--- src/rtl/uart_pkg.sv ---
// Shared UART definitions: transmitter and receiver state enums, default
// oversampling ratio and the baud divider helper.
package uart_pkg;

    // Default number of sample ticks per bit period
    localparam int OVERSAMPLE_DEFAULT = 16;

    // Transmitter state encoding
    typedef enum logic [1:0] {
        TX_IDLE,
        TX_START,
        TX_DATA,
        TX_STOP
    } tx_state_t;

    // Receiver state encoding
    typedef enum logic [2:0] {
        RX_IDLE,
        RX_START,
        RX_DATA,
        RX_PARITY,
        RX_STOP,
        RX_BREAK
    } rx_state_t;

    // Clocks per sample tick, rounded to nearest and never below 1
    function automatic int calc_div(input int clk_hz, input int baud, input int os);
        int div;
        div = (clk_hz + (baud * os) / 2) / (baud * os);
        if (div < 1) begin
            div = 1;
        end
        return div;
    endfunction

endpackage

--- src/rtl/uart_receiver_if.sv ---
// Byte-side port bundle of the UART receiver: parallel data with a
// valid/ready handshake, error pulses and the busy flag.
// Optional parity_err exists only when UART_RX_PARITY_EN is defined.
interface uart_receiver_if #(
    parameter int DATA_BITS = 8
);

    logic [DATA_BITS-1:0] data;
    logic                 valid;
    logic                 ready;
    logic                 frame_err;
    logic                 overrun_err;
    logic                 busy;
`ifdef UART_RX_PARITY_EN
    logic                 parity_err;

    // Receiver drives the byte and status, consumer drives ready
    modport master (output data, valid, frame_err, overrun_err, busy, parity_err,
                    input  ready);
    modport slave  (input  data, valid, frame_err, overrun_err, busy, parity_err,
                    output ready);
`else
    // Receiver drives the byte and status, consumer drives ready
    modport master (output data, valid, frame_err, overrun_err, busy,
                    input  ready);
    modport slave  (input  data, valid, frame_err, overrun_err, busy,
                    output ready);
`endif

endinterface

--- src/rtl/uart_rx_tick.sv ---
// Oversampling tick generator: one-clock pulse every DIV clocks.
// restart re-aligns the divider so the first tick of a frame lands a full
// DIV clocks after the start edge was seen.
module uart_rx_tick #(
    parameter int DIV = 1
) (
    input  logic clk,
    input  logic rst,
    input  logic restart,
    output logic tick
);

    localparam int            CW   = (DIV > 1) ? $clog2(DIV) : 1;
    localparam logic [CW-1:0] LAST = CW'(DIV - 1);

    logic [CW-1:0] div_cnt_q;
    logic [CW-1:0] div_cnt_d;

    assign tick = (div_cnt_q == LAST);

    // Count up to LAST and wrap, or jump back to zero on restart
    always_comb begin
        div_cnt_d = div_cnt_q + 1'b1;
        if (restart || (div_cnt_q == LAST)) begin
            div_cnt_d = '0;
        end
    end

    // Divider register
    always_ff @(posedge clk or negedge rst) begin
        if (!rst) begin
            div_cnt_q <= '0;
        end else begin
            div_cnt_q <= div_cnt_d;
        end
    end

endmodule

--- src/rtl/uart_receiver.sv ---
// UART receiver: synchronises rx, oversamples it, checks start/stop framing
// and hands each byte out over a valid/ready port with overrun detection.
// Define UART_RX_PARITY_EN to add an even-parity bit and the parity_err pulse.
module uart_receiver
    import uart_pkg::*;
#(
    parameter int CLK_FREQ_HZ = 50_000_000,
    parameter int BAUD_RATE   = 115_200,
    parameter int OVERSAMPLE  = OVERSAMPLE_DEFAULT,
    parameter int DATA_BITS   = 8
) (
    input  logic            clk,
    input  logic            rst,
    input  logic            rx,
    uart_receiver_if.master rx_if
);

    localparam int            DIV       = calc_div(CLK_FREQ_HZ, BAUD_RATE, OVERSAMPLE);
    localparam int            TW        = $clog2(OVERSAMPLE);
    localparam int            BW        = $clog2(DATA_BITS + 1);
    localparam logic [TW-1:0] HALF_LAST = TW'(OVERSAMPLE / 2 - 1);
    localparam logic [TW-1:0] FULL_LAST = TW'(OVERSAMPLE - 1);
    localparam logic [BW-1:0] BIT_LAST  = BW'(DATA_BITS - 1);
    localparam logic [BW-1:0] BIT_DONE  = BW'(DATA_BITS);

    logic                 sync1_q, sync1_d;
    logic                 sync2_q, sync2_d;
    logic                 rx_prev_q, rx_prev_d;
    rx_state_t            state_q, state_d;
    logic [TW-1:0]        tick_cnt_q, tick_cnt_d;
    logic [BW-1:0]        bit_cnt_q, bit_cnt_d;
    logic [DATA_BITS-1:0] shift_q, shift_d;
    logic [DATA_BITS-1:0] data_q, data_d;
    logic                 valid_q, valid_d;
    logic                 frame_err_q, frame_err_d;
    logic                 overrun_err_q, overrun_err_d;
    logic                 busy_q, busy_d;
`ifdef UART_RX_PARITY_EN
    logic                 par_bit_q, par_bit_d;
    logic                 parity_err_q, parity_err_d;
`endif

    logic rx_s;
    logic fall_edge;
    logic tick;
    logic restart;
    logic commit;

    assign rx_s      = sync2_q;
    assign fall_edge = rx_prev_q & ~rx_s;

    uart_rx_tick #(
        .DIV (DIV)
    ) u_tick (
        .clk     (clk),
        .rst     (rst),
        .restart (restart),
        .tick    (tick)
    );

    // Next-state logic for the synchroniser, frame FSM and byte handshake
    always_comb begin
        sync1_d       = rx;
        sync2_d       = sync1_q;
        rx_prev_d     = sync2_q;
        state_d       = state_q;
        tick_cnt_d    = tick_cnt_q;
        bit_cnt_d     = bit_cnt_q;
        shift_d       = shift_q;
        data_d        = data_q;
        valid_d       = valid_q;
        frame_err_d   = 1'b0;
        overrun_err_d = 1'b0;
        restart       = 1'b0;
        commit        = 1'b0;
`ifdef UART_RX_PARITY_EN
        par_bit_d     = par_bit_q;
        parity_err_d  = 1'b0;
`endif

        if (valid_q && rx_if.ready) begin
            valid_d = 1'b0;
        end

        case (state_q)
            RX_IDLE: begin
                if (fall_edge) begin
                    state_d    = RX_START;
                    tick_cnt_d = '0;
                    restart    = 1'b1;
                end
            end
            RX_START: begin
                if (tick) begin
                    if (tick_cnt_q == HALF_LAST) begin
                        tick_cnt_d = '0;
                        if (!rx_s) begin
                            state_d   = RX_DATA;
                            bit_cnt_d = '0;
                        end else begin
                            state_d = RX_IDLE;
                        end
                    end else begin
                        tick_cnt_d = tick_cnt_q + 1'b1;
                    end
                end
            end
            RX_DATA: begin
                if (tick) begin
                    if (tick_cnt_q == FULL_LAST) begin
                        tick_cnt_d = '0;
                        shift_d    = {rx_s, shift_q[DATA_BITS-1:1]};
                        if (bit_cnt_q == BIT_LAST) begin
                            bit_cnt_d = BIT_DONE;
`ifdef UART_RX_PARITY_EN
                            state_d   = RX_PARITY;
`else
                            state_d   = RX_STOP;
`endif
                        end else begin
                            bit_cnt_d = bit_cnt_q + 1'b1;
                        end
                    end else begin
                        tick_cnt_d = tick_cnt_q + 1'b1;
                    end
                end
            end
`ifdef UART_RX_PARITY_EN
            RX_PARITY: begin
                if (tick) begin
                    if (tick_cnt_q == FULL_LAST) begin
                        tick_cnt_d = '0;
                        par_bit_d  = rx_s;
                        state_d    = RX_STOP;
                    end else begin
                        tick_cnt_d = tick_cnt_q + 1'b1;
                    end
                end
            end
`endif
            RX_STOP: begin
                if (tick) begin
                    if (tick_cnt_q == FULL_LAST) begin
                        tick_cnt_d = '0;
                        if (rx_s) begin
                            commit  = 1'b1;
                            state_d = RX_IDLE;
                        end else begin
                            frame_err_d = 1'b1;
                            state_d     = RX_BREAK;
                        end
                    end else begin
                        tick_cnt_d = tick_cnt_q + 1'b1;
                    end
                end
            end
            RX_BREAK: begin
                if (rx_s) begin
                    state_d = RX_IDLE;
                end
            end
            default: begin
                state_d = RX_IDLE;
            end
        endcase

        // A held byte the consumer has not taken wins over the new one
        if (commit) begin
            if (!valid_q || rx_if.ready) begin
                data_d  = shift_q;
                valid_d = 1'b1;
            end else begin
                overrun_err_d = 1'b1;
            end
`ifdef UART_RX_PARITY_EN
            parity_err_d = ^{shift_q, par_bit_q};
`endif
        end

        busy_d = (state_d != RX_IDLE);
    end

    // State and registered outputs; the synchroniser resets to the idle level
    always_ff @(posedge clk or negedge rst) begin
        if (!rst) begin
            sync1_q       <= 1'b1;
            sync2_q       <= 1'b1;
            rx_prev_q     <= 1'b1;
            state_q       <= RX_IDLE;
            tick_cnt_q    <= '0;
            bit_cnt_q     <= '0;
            shift_q       <= '0;
            data_q        <= '0;
            valid_q       <= 1'b0;
            frame_err_q   <= 1'b0;
            overrun_err_q <= 1'b0;
            busy_q        <= 1'b0;
`ifdef UART_RX_PARITY_EN
            par_bit_q     <= 1'b0;
            parity_err_q  <= 1'b0;
`endif
        end else begin
            sync1_q       <= sync1_d;
            sync2_q       <= sync2_d;
            rx_prev_q     <= rx_prev_d;
            state_q       <= state_d;
            tick_cnt_q    <= tick_cnt_d;
            bit_cnt_q     <= bit_cnt_d;
            shift_q       <= shift_d;
            data_q        <= data_d;
            valid_q       <= valid_d;
            frame_err_q   <= frame_err_d;
            overrun_err_q <= overrun_err_d;
            busy_q        <= busy_d;
`ifdef UART_RX_PARITY_EN
            par_bit_q     <= par_bit_d;
            parity_err_q  <= parity_err_d;
`endif
        end
    end

    assign rx_if.data        = data_q;
    assign rx_if.valid       = valid_q;
    assign rx_if.frame_err   = frame_err_q;
    assign rx_if.overrun_err = overrun_err_q;
    assign rx_if.busy        = busy_q;
`ifdef UART_RX_PARITY_EN
    assign rx_if.parity_err  = parity_err_q;
`endif

endmodule

--- src/flat_wrapper.sv ---
// flat-port wrapper written by rule: the top's interface ports become plain ports
module uart_receiver_flat import uart_pkg::*;
#(
    parameter int CLK_FREQ_HZ = 50_000_000,
    parameter int BAUD_RATE   = 115_200,
    parameter int OVERSAMPLE  = OVERSAMPLE_DEFAULT,
    parameter int DATA_BITS   = 8
)
  (clk, rst, rx, rx_if_data, rx_if_valid, rx_if_frame_err, rx_if_overrun_err, rx_if_busy, rx_if_ready);
  uart_receiver_if #(.DATA_BITS(DATA_BITS)) rx_if_i ();
  input  logic clk;
  input  logic rst;
  input  logic rx;
  output wire logic [$bits(rx_if_i.data)-1:0] rx_if_data;
  output wire logic [$bits(rx_if_i.valid)-1:0] rx_if_valid;
  output wire logic [$bits(rx_if_i.frame_err)-1:0] rx_if_frame_err;
  output wire logic [$bits(rx_if_i.overrun_err)-1:0] rx_if_overrun_err;
  output wire logic [$bits(rx_if_i.busy)-1:0] rx_if_busy;
  input wire logic [$bits(rx_if_i.ready)-1:0] rx_if_ready;
  assign rx_if_data = rx_if_i.data;
  assign rx_if_valid = rx_if_i.valid;
  assign rx_if_frame_err = rx_if_i.frame_err;
  assign rx_if_overrun_err = rx_if_i.overrun_err;
  assign rx_if_busy = rx_if_i.busy;
  assign rx_if_i.ready = rx_if_ready;
  uart_receiver #(.CLK_FREQ_HZ(CLK_FREQ_HZ), .BAUD_RATE(BAUD_RATE), .OVERSAMPLE(OVERSAMPLE), .DATA_BITS(DATA_BITS)) u_core (.clk(clk), .rst(rst), .rx(rx), .rx_if(rx_if_i));
endmodule
--- config.mk ---
export PLATFORM = sky130hd
export DESIGN_NAME = uart_receiver_flat
export DESIGN_NICKNAME = d
export VERILOG_FILES = /design/src/rtl/uart_pkg.sv /design/src/rtl/uart_receiver_if.sv /design/src/rtl/uart_rx_tick.sv /design/src/rtl/uart_receiver.sv /design/src/flat_wrapper.sv
export SDC_FILE = /design/constraint.sdc
export NUM_CORES = 1
export LEC_CHECK = 0
export ABC_AREA = 1
export BUFFER_PORTS_ARGS = -buffer_cell sky130_fd_sc_hd__buf_2
export CAP_MARGIN = 25
export CORE_MARGIN = 4
export CORE_UTILIZATION = 58
export CTS_CLUSTER_SIZE = 14
export DETAILED_ROUTE_END_ITERATION = 7
export PLACE_DENSITY = 0.78
export SLEW_MARGIN = 20
export SYNTH_ARGS = -nofsm -noshare
export SYNTH_HDL_FRONTEND = slang
export SYNTH_SLANG_ARGS = --single-unit
export TNS_END_PERCENT = 20
--- constraint.sdc ---
create_clock -name clk -period 1.9 [get_ports clk]
set_input_delay 0.095 -clock clk [delete_from_list [all_inputs] [get_ports clk]]
set_output_delay 0.095 -clock clk [all_outputs]
set_load 0.02 [all_outputs]
==> results of run 1 <==
-- power groups by stage --
| stage | logic (mW) | clock network, mW | registers, mW |
|---|---|---|---|
| floorplan | 0.295 | 0 | 1.05 |
| global placement | 0.364 | 0 | 1.06 |
| detailed placement | 0.370 | 0 | 1.07 |
| CTS | 0.376 | 0.409 | 1.05 |
| global route | 0.438 | 0.451 | 1.07 |
| finish | 0.372 | 0.394 | 1.05 |
-- sequential cells by signal, summed over array words and instances (netlist names) --
signal / count
u_core.bit_cnt_q: 4
u_core.rx_if.frame_err: 1
u_core.u_tick.div_cnt_q: 5
u_core.state_q: 3
u_core.shift_q: 8
u_core.tick_cnt_q: 4
u_core.sync1_q: 1
u_core.rx_prev_d: 1
u_core.rx_if.busy: 1
u_core.rx_prev_q: 1
u_core.rx_if.data: 8
u_core.rx_if.overrun_err: 1
u_core.rx_if.valid: 1
-- cells in the final DEF, fill, tap and decap left out, types with 3 or more instances in the layout --
cell	instances
nand2_1	70
dfrtp_1	36
nor2_1	26
inv_1	25
buf_2	15
o21ai_0	11
nand3_1	10
o21ai_2	5
o21ai_1	5
clkbuf_4	5
nand2_2	4
ha_1	4
inv_2	3
nor2_4	3
nor3_1	3
nand4_1	3
xor2_1	3
a21oi_1	3
clkinv_2	3
dfstp_2	3
-- layer usage --
layer	routed length (µm)	vias up	global-route usage, %
li1	-	730	-
met1	1602	619	23.41
met2	1347	19	25.64
met3	114	7	4.159
met4	43	0	8.707
met5	0	-	0
-- critical path: stages (launching register included) --
cell	delay (ns)
dfrtp_1	0.42
inv_1	0.07
ha_1	0.16
nand2_1	0.09
nor2_4	0.16
nand2_2	0.09
nor2_4	0.12
nand3_4	0.17
inv_1	0.16
nand2_1	0.07
nand2_1	0.06
-- area by class of cell --
cell class              instances  area [µm²]
repair buffers                 18       102.6
clock inverters                 3       15.01
flip-flops and latches         39       979.7
multi-input cells             153       750.7
clock buffers                   5       37.54
well taps                      44       55.05
fillers                       271        1007
inverters                      28       105.1
-- worst max-delay path by stage --
stage / startpoint / end / cells after the start
6_report: u_core.u_tick.div_cnt_q[0] / u_core.rx_if.data[3] / 10
3_5_place_dp: u_core.u_tick.div_cnt_q[0] / u_core.rx_if.data[1] / 10
5_1_grt: u_core.u_tick.div_cnt_q[0] / u_core.rx_if.data[5] / 10
4_1_cts: u_core.u_tick.div_cnt_q[0] / u_core.rx_if.data[1] / 10
2_1_floorplan: u_core.u_tick.div_cnt_q[0] / u_core.rx_if.data[6] / 10
3_3_place_gp: u_core.u_tick.div_cnt_q[0] / u_core.rx_if.data[5] / 10
-- cells in the mapped netlist --
cell,n
nand2_1,70
dfrtp_1,36
inv_1,25
xor2_1,3
nor2_4,3
o21ai_1,5
nor2_2,1
o21ai_0,11
dfstp_2,3
inv_2,3
a21oi_1,3
nand2_2,4
ha_1,4
nor3_1,3
xnor2_1,1
nand4_1,3
buf_2,1
o21ai_2,5
buf_6,1
nand3_4,1
nor2_1,26
nand3_1,10
-- timing repair --
| action | 4_1_cts | 5_1_grt |
|---|---|---|
| setup buffers | 0 | 0 |
| endpoints found under the hold margin | 37 | 0 |
| hold buffers | 2 | 0 |
-- stage by stage --
| stage | worst slack (ns) | cell area, µm² | hold slack, ns |
|---|---|---|---|
| 6_report | 0.2661 | 2046 | 0.07130 |
| 3_5_place_dp | 0.2764 | 1973 | 0.2023 |
| 2_1_floorplan | 0.4426 | 1852 | -0.2006 |
| 5_1_grt | 0.06766 | 2046 | 0.08057 |
| 3_3_place_gp | 0.3385 | 1973 | 0.2010 |
| 4_1_cts | 0.2513 | 2046 | 0.06976 |
-- cells by family after synthesis --
| logic type | count (synthesis) | synth area share [%] |
|---|---|---|
| and+or+nand+nor | 121 | 28.45 |
| DFF | 39 | 52.91 |
| buffers and inverters | 30 | 6.554 |
| AOI/OAI and AO/OA | 24 | 7.499 |
| xor gates and xnor gates | 4 | 1.892 |
| adders and majority gates | 4 | 2.703 |
==> results_dict.tcl, run 1 <==
set metrics [dict create \
    rows 20 \
    port_buffers 15 \
    start_util_pct 60.66 \
    synth.avg_cell_area_um2 8.341 \
    timing.rr.end "u_core.rx_if.data[3]" \
    arrival_ns 1.93 \
    wire_per_inst_um 10.71 \
    hold_viol 0 \
    postLayoutCoreUtil_pct 67.01 \
    grt_max_degree 40 \
    design.core.area_um2 3053 \
    synth_top_area_cell "dfrtp_1" \
    drive_gt1_share_pct 17.89 \
    rr_worst_depth 10 \
    ant_nets 0 \
    clock-sinks 39 \
    timing.hold.worst.class "input port to flip-flop" \
    die_height_um 64.51 \
    clk_pin_slew_ns 0.11 \
    crit_type "flip-flop to flip-flop" \
    max-cap-violations 0 \
    hp-start "rx_if_ready" \
    ir_drop_mv 0.6059 \
    critPathMaxFanout 13 \
    synth-seq-cells 39 \
    clock.fmax_mhz 612.0 \
    outcome "completed" \
    fin_nets 253 \
    fin_worst_skew_ns 0.01046 \
    r2r_setup_slack_ns 0.27 \
    p_int_mw 1.230 \
    synth_top_area_share_pct 48.65 \
    cp-end-kind "flip-flop" \
    clock-root-buffer "clkbuf_4" \
    p_sw_mw 0.5855 \
    p_sw_share_pct 32.24 \
    slew_headroom_pct 46.84 \
    finalSetupViolCount 0 \
    min_to "u_core.rx_if.valid" \
    syn_inst 222 \
    yosysSeqAreaShare_pct 52.91 \
    p_clk_share_pct 21.7 \
    dieArea_um2 4161 \
    dp_cells 280 \
    cellLeakagePower_nw 1.088 \
    critPathRequiredTime_ns 2.19 \
    synthesis.area_um2 1852 \
    pin_count 16 \
    grtUsageTotal_pct 17.21 \
    dp_hpwl_um 2386 \
    vias_per_cell 4.741 \
    seqPwrFrac_pct 57.9 \
    drc 0 \
    synthesis.nets 230 \
    synth.area.top_cells "dfrtp_1 (49%), nand2_1 (14%), nor2_1 (5.3%)" \
    critPathLaunchType "flip-flop" \
    power_mw 1.816 \
    grt_pass1_vias 1246 \
    drtIter0Drc 81 \
    die_w_um 64.51 \
    hold_depth 4 \
    grt_overflow_total 0 \
    power.density_cell_area_nw_per_um2 887.7 \
    ys_warn_count 0 \
    tritoncts "built" \
    vias 1375 \
    r2r_start "u_core.u_tick.div_cnt_q[0]" \
    rsz0062_at_grt "false" \
    combPwrFrac_pct 20.5 \
    final-max-slew-violation-count 0 \
    fin_crit_sh_pct 86.00 \
    area_growth_pct 10.47 \
    cts_buffers 5 \
    synth_cell_types 22 \
    antennaDiodeCount 0 \
    cts_resized 0 \
    final_cells 290 \
    htreeDepth 2 \
    grt_pass1_wl_um 5464 \
    place_congestion 0.8371 \
    tightest_slew_ns 0.7974 \
    fin_tns_setup_ns 0 \
    firstDrtPassIters 4 \
    antenna_found_initial 0 \
    clk_path_buf_depth 2 \
    post-route-min-period_ns 1.634 \
    clock_latency_ns 0.34 \
    routed_wl_um 3107 \
]
Power figures use the tool's default switching activity.
==> run 2, diff against run 1 <==
==> constraint.sdc (replaced) <==
create_clock -name clk -period 1.9 [get_ports clk]
set_input_delay 0.38 -clock clk [delete_from_list [all_inputs] [get_ports clk]]
set_output_delay 0.38 -clock clk [all_outputs]
set_load 0.02 [all_outputs]
==> run 2 against run 1 <==
Fmax up 0.56%. Global-route usage is 0.62 points higher. Count of clock-buffer cells in the layout rose by 1. Core utilization rose by 1.9 points. Final cell count stayed put. Critical path depth stayed put. Non-clock buffer count unchanged. Sequential power is essentially flat. Cell area rose by 2.9%. Sequential cell count did not move. Clock power up 71%. Critical path type unchanged. Largest cell class unchanged.
==> results_dict.tcl, run 2 (synthesized netlist as in run 1, its figures left out) <==
set metrics [dict create \
    rsz0062_at_grt "false" \
    fin_tns_setup_ns 0 \
    routed_wl_um 3125 \
    fin_crit_sh_pct 85.52 \
    clk_path_buf_depth 2 \
    drive_gt1_share_pct 17.89 \
    dp_hpwl_um 2355 \
    ir_drop_mv 0.6181 \
    tightest_slew_ns 0.2660 \
    area_growth_pct 13.65 \
    clock-sinks 39 \
    layout_commonest_cell "nand2_1" \
    post-route-min-period_ns 1.625 \
    die_height_um 64.51 \
    critPathMaxFanout 13 \
    fin_nets 253 \
    cp-end-kind "flip-flop" \
    tritoncts "built" \
    pin_count 16 \
    timing.hold.worst.class "input port to flip-flop" \
    cts_setup_buffers 0 \
    drtIter0Drc 69 \
    antennaDiodeCount 0 \
    power.density_cell_area_nw_per_um2 997.1 \
    die_w_um 64.51 \
    final-max-slew-violation-count 0 \
    critPathLaunchType "flip-flop" \
    clock-root-buffer "clkbuf_4" \
    finalSetupViolCount 0 \
    start_util_pct 60.66 \
    grtUsageTotal_pct 17.83 \
    antenna_found_initial 0 \
    arrival_ns 1.92 \
    firstDrtPassIters 4 \
    port_buffers 15 \
    grt_pass1_vias 1259 \
    postLayoutCoreUtil_pct 68.93 \
    crit_type "flip-flop to flip-flop" \
    fin_worst_skew_ns 0.01968 \
    final_cell_mix "nand2_1 (70), dfrtp_1 (36), nor2_1 (26), inv_1 (25), buf_2 (15)" \
    grt_max_degree 40 \
    clock_latency_ns 0.36 \
    vias 1348 \
    critPathRequiredTime_ns 2.20 \
    rows 20 \
    grt_overflow_total 0 \
    wire_per_inst_um 10.78 \
    slew_headroom_pct 82.08 \
    max-cap-violations 0 \
    ant_nets 0 \
    place_congestion 0.8423 \
    power_mw 2.098 \
    clk_pin_slew_ns 0.11 \
    design.core.area_um2 3053 \
    vias_per_cell 4.648 \
    drc 0 \
    cellLeakagePower_nw 1.111 \
    outcome "completed" \
    cts_buffers 5 \
    hold_viol 0 \
    clock.fmax_mhz 615.5 \
    htreeDepth 2 \
    dieArea_um2 4161 \
    grt_pass1_wl_um 5637 \
]
-- run 2: changes by cell type in the layout (fill, tap and decap cells not counted) --
cell	change
bufinv_16	+2
buf_12	+1
dlygate4sd3_1	-1
clkbuf_1	+1
clkinv_2	-3
-- run 2: through the flow --
| step | setup WS, ns | hold WS, ns | cells | area, µm² |
|---|---|---|---|---|
| finish | 0.2752 | 0.1271 | 290 | 2105 |
| global route | 0.1018 | 0.09797 | 290 | 2105 |
| CTS | 0.2415 | 0.1111 | 290 | 2105 |
| detailed placement | 0.2524 | 0.3470 | 281 | 1993 |
| global placement | 0.3443 | 0.3452 | 281 | 1993 |
| floorplan | 0.4426 | 0.08441 | 222 | 1852 |
-- run 2: cell type report --
| class | instances | area, µm² |
|---|---|---|
| inverter | 28 | 105.1 |
| clock inverter | 2 | 60.06 |
| sequential | 39 | 979.7 |
| clock buffer | 6 | 41.29 |
| multi-input combinational | 153 | 750.7 |
| tap | 44 | 55.05 |
| timing repair buffer | 18 | 112.6 |
| fill | 264 | 948.4 |
-- run 2: final timing paths --
kind / startpoint / endpoint / slack, ns / cells after the start
worst max-delay path: u_core.u_tick.div_cnt_q[0] / u_core.rx_if.data[3] / 0.28 / 10
worst min-delay path: rx / u_core.sync1_q / 0.13 / 1
worst max register to register: u_core.u_tick.div_cnt_q[0] / u_core.rx_if.data[3] / 0.28 / 10
worst min register to register: u_core.sync1_q / u_core.rx_prev_d / 0.36 / 0
max in group asynchronous: rst / u_core.rx_prev_d / 1.13 / 3
min in group asynchronous: rst / u_core.rx_if.data[2] / 0.49 / 3
-- run 2: critical path, cell delays in order (launching register included) --
cell     delay (ns)
dfrtp_1        0.42
inv_1          0.07
ha_1           0.16
nand2_1        0.10
nor2_4         0.16
nand2_2        0.09
nor2_4         0.12
nand3_4        0.18
inv_1          0.16
nand2_1        0.07
nand2_1        0.05
-- run 2: routing by layer --
layer	global-route usage (%)	part of all wire [%]	wire length, µm
met2	25.77	41	1276
met4	7.124	1.8	57
met1	24.86	52	1637
met3	5.719	4.9	153
met5	0	0	0
-- run 2: report_power, final --
group | switching (mW) | internal, mW
Sequential | 0.111 | 0.939
Combinational | 0.217 | 0.157
Clock | 0.263 | 0.411
-- run 2: what timing repair did --
item,in CTS,in global routing
gates resized for setup,0,0
hold buffers,1,0
hold endpoints to repair,36,0
==> run 3, diff against run 2 <==
- CELL_PAD_IN_SITES_DETAIL_PLACEMENT: not set -> 1
- CELL_PAD_IN_SITES_GLOBAL_PLACEMENT: not set -> 1
- CORE_UTILIZATION: 58 -> 44
- PLACE_DENSITY: 0.78 -> not set
- PLACE_DENSITY_LB_ADDON: not set -> 0.1
- SLEW_MARGIN: 20 -> not set
==> run 3 against run 2 <==
Critical path depth did not move. Sequential cell count stayed put. Clock power increased by 7.0%. Sequential share of layout area is 0.30 points lower. Power rose by 3.1%. Register-to-register slack got worse by 0.06 ns. Setup slack worse by 0.059 ns.
==> results_dict.tcl, run 3 (synthesized netlist as in run 1, its figures left out) <==
set metrics [dict create \
    port_buffers 15 \
    critPathLaunchType "flip-flop" \
    dp_hpwl_um 2919 \
    arrival_ns 1.92 \
    final_cell_mix "nand2_1 (70), dfrtp_1 (36), nor2_1 (26), inv_1 (25), buf_2 (15)" \
    multiInputGateArea_um2 750.7 \
    power.density_cell_area_nw_per_um2 1022 \
    tritoncts "built" \
    hold_viol 0 \
    path_cells "inv_1 > ha_1 > nand2_1 > nor2_4 > nand2_2 > nor2_4 > nand3_4 > inv_1 > nand2_1 > nand2_1" \
    placed_area_um2 2001 \
    firstDrtPassIters 3 \
    start_util_pct 45.96 \
    fin_area_um2 2118 \
    timing.hold.worst.class "input port to async pin" \
    cts_setup_buffers 0 \
    fin_worst_skew_ns 0.003654 \
    critPathRequiredTime_ns 2.13 \
    antennaDiodeCount 0 \
    cpPeakStageDelay_ns 0.41 \
    grt_max_degree 40 \
    finalSetupViolCount 0 \
    drive_gt1_share_pct 18.37 \
    rr_worst_depth 10 \
    crit_type "flip-flop to flip-flop" \
    clock-root-buffer "clkbuf_8" \
    wire_per_inst_um 13.05 \
    dieArea_um2 5311 \
    place_congestion 0.8491 \
    final-max-slew-violation-count 0 \
    post-route-min-period_ns 1.684 \
    drtIter0Drc 79 \
    design.core.area_um2 4029 \
    regArea_um2 979.7 \
    grt_pass1_vias 1562 \
    rsz0062_at_grt "false" \
    clock-sinks 39 \
    final_cells 295 \
    pin_count 16 \
    drc 0 \
    n_fill_cell 499 \
    layout_commonest_cell "nand2_1" \
    cts_resized 0 \
    die_height_um 72.88 \
    grt_pass1_wl_um 6796 \
    vias 1445 \
    die_w_um 72.88 \
    ant_nets 0 \
    grtUsageTotal_pct 16.36 \
    fin_tns_setup_ns 0 \
    area_growth_pct 14.39 \
    ctsHoldBuffers 0 \
    crit_slowest_cell "dfrtp_1" \
    grt_overflow_total 0 \
    cts_buffers 5 \
    vias_per_cell 4.898 \
    tightest_slew_ns 0.3038 \
    antenna_found_initial 0 \
    ir_drop_mv 0.5862 \
    slew_headroom_pct 79.59 \
    clk_pin_slew_ns 0.08 \
    rows 23 \
    routed_wl_um 3850 \
    fin_nets 252 \
    clk_path_buf_depth 2 \
    fin_crit_sh_pct 88.63 \
    htreeDepth 2 \
    clock_latency_ns 0.29 \
    critPathMaxFanout 13 \
    outcome "completed" \
    dp_cells 287 \
    max-cap-violations 0 \
    cellLeakagePower_nw 1.116 \
    cp-end-kind "flip-flop" \
    critPathMostFrequentCell "nand2_1" \
    clock.fmax_mhz 593.8 \
]
-- run 3: changes by cell type in the layout (fill, tap and decap cells not counted), sizes merged --
cell,change
clkinv,+1
dlygate4sd3,-1
bufinv,-1
-- run 3: final cells by class --
| type | count | share of cell area (%) |
|---|---|---|
| inverters | 28 | 4.962 |
| multi-input cells | 153 | 35.44 |
| clock buffers | 6 | 3.898 |
| flip-flops and latches | 39 | 46.25 |
| clock inverters | 2 | 1.654 |
| well taps | 50 | 2.953 |
| repair buffers | 17 | 4.843 |
-- run 3: power breakdown --
group / switching, mW / internal (mW)
Sequential: 0.114 / 0.939
Clock: 0.296 / 0.425
Combinational: 0.232 / 0.159
Total: 0.641 / 1.52
-- run 3: metrics by stage --
step / worst slack [ns] / hold slack (ns) / utilization [%] / power, mW
6_report: 0.2160 / 0.04580 / 52.58 / 2.164
5_1_grt: 0.05242 / 0.06943 / 52.58 / 2.311
4_1_cts: 0.1968 / 0.05403 / 52.58 / 2.197
3_5_place_dp: 0.2202 / 0.3554 / 49.66 / 1.472
3_3_place_gp: 0.3447 / 0.3471 / 49.66 / 1.428
2_1_floorplan: 0.4426 / 0.08441 / - / 1.341
-- run 3: worst paths after layout --
check	from	endpoint	slack, ns
max	u_core.u_tick.div_cnt_q[0]	u_core.rx_if.data[0]	0.22
min	rst	u_core.rx_if.overrun_err	0.05
max reg2reg	u_core.u_tick.div_cnt_q[0]	u_core.rx_if.data[0]	0.22
min reg2reg	u_core.sync1_q	u_core.rx_prev_d	0.36
max in group asynchronous	rst	u_core.rx_prev_q	1.60
min in group clk	rx	u_core.sync1_q	0.18
-- run 3: per-layer routing --
layer	GRT usage [%]	part of all wire [%]	wire (µm)	up-vias
met4	5.533	1.6	61	0
met5	0	0	0	-
met3	4.270	3.8	146	6
li1	-	-	-	730
met2	28.26	50	1932	19
met1	19.70	44	1710	690
-- run 3: worst max-delay path, delay by kind of cell (launching register included) --
family	cells	cell delay, ns
buffers and inverters	2	0.23
and+or+nand+nor	7	0.79
adders and majority gates	1	0.18
DFF	1	0.41
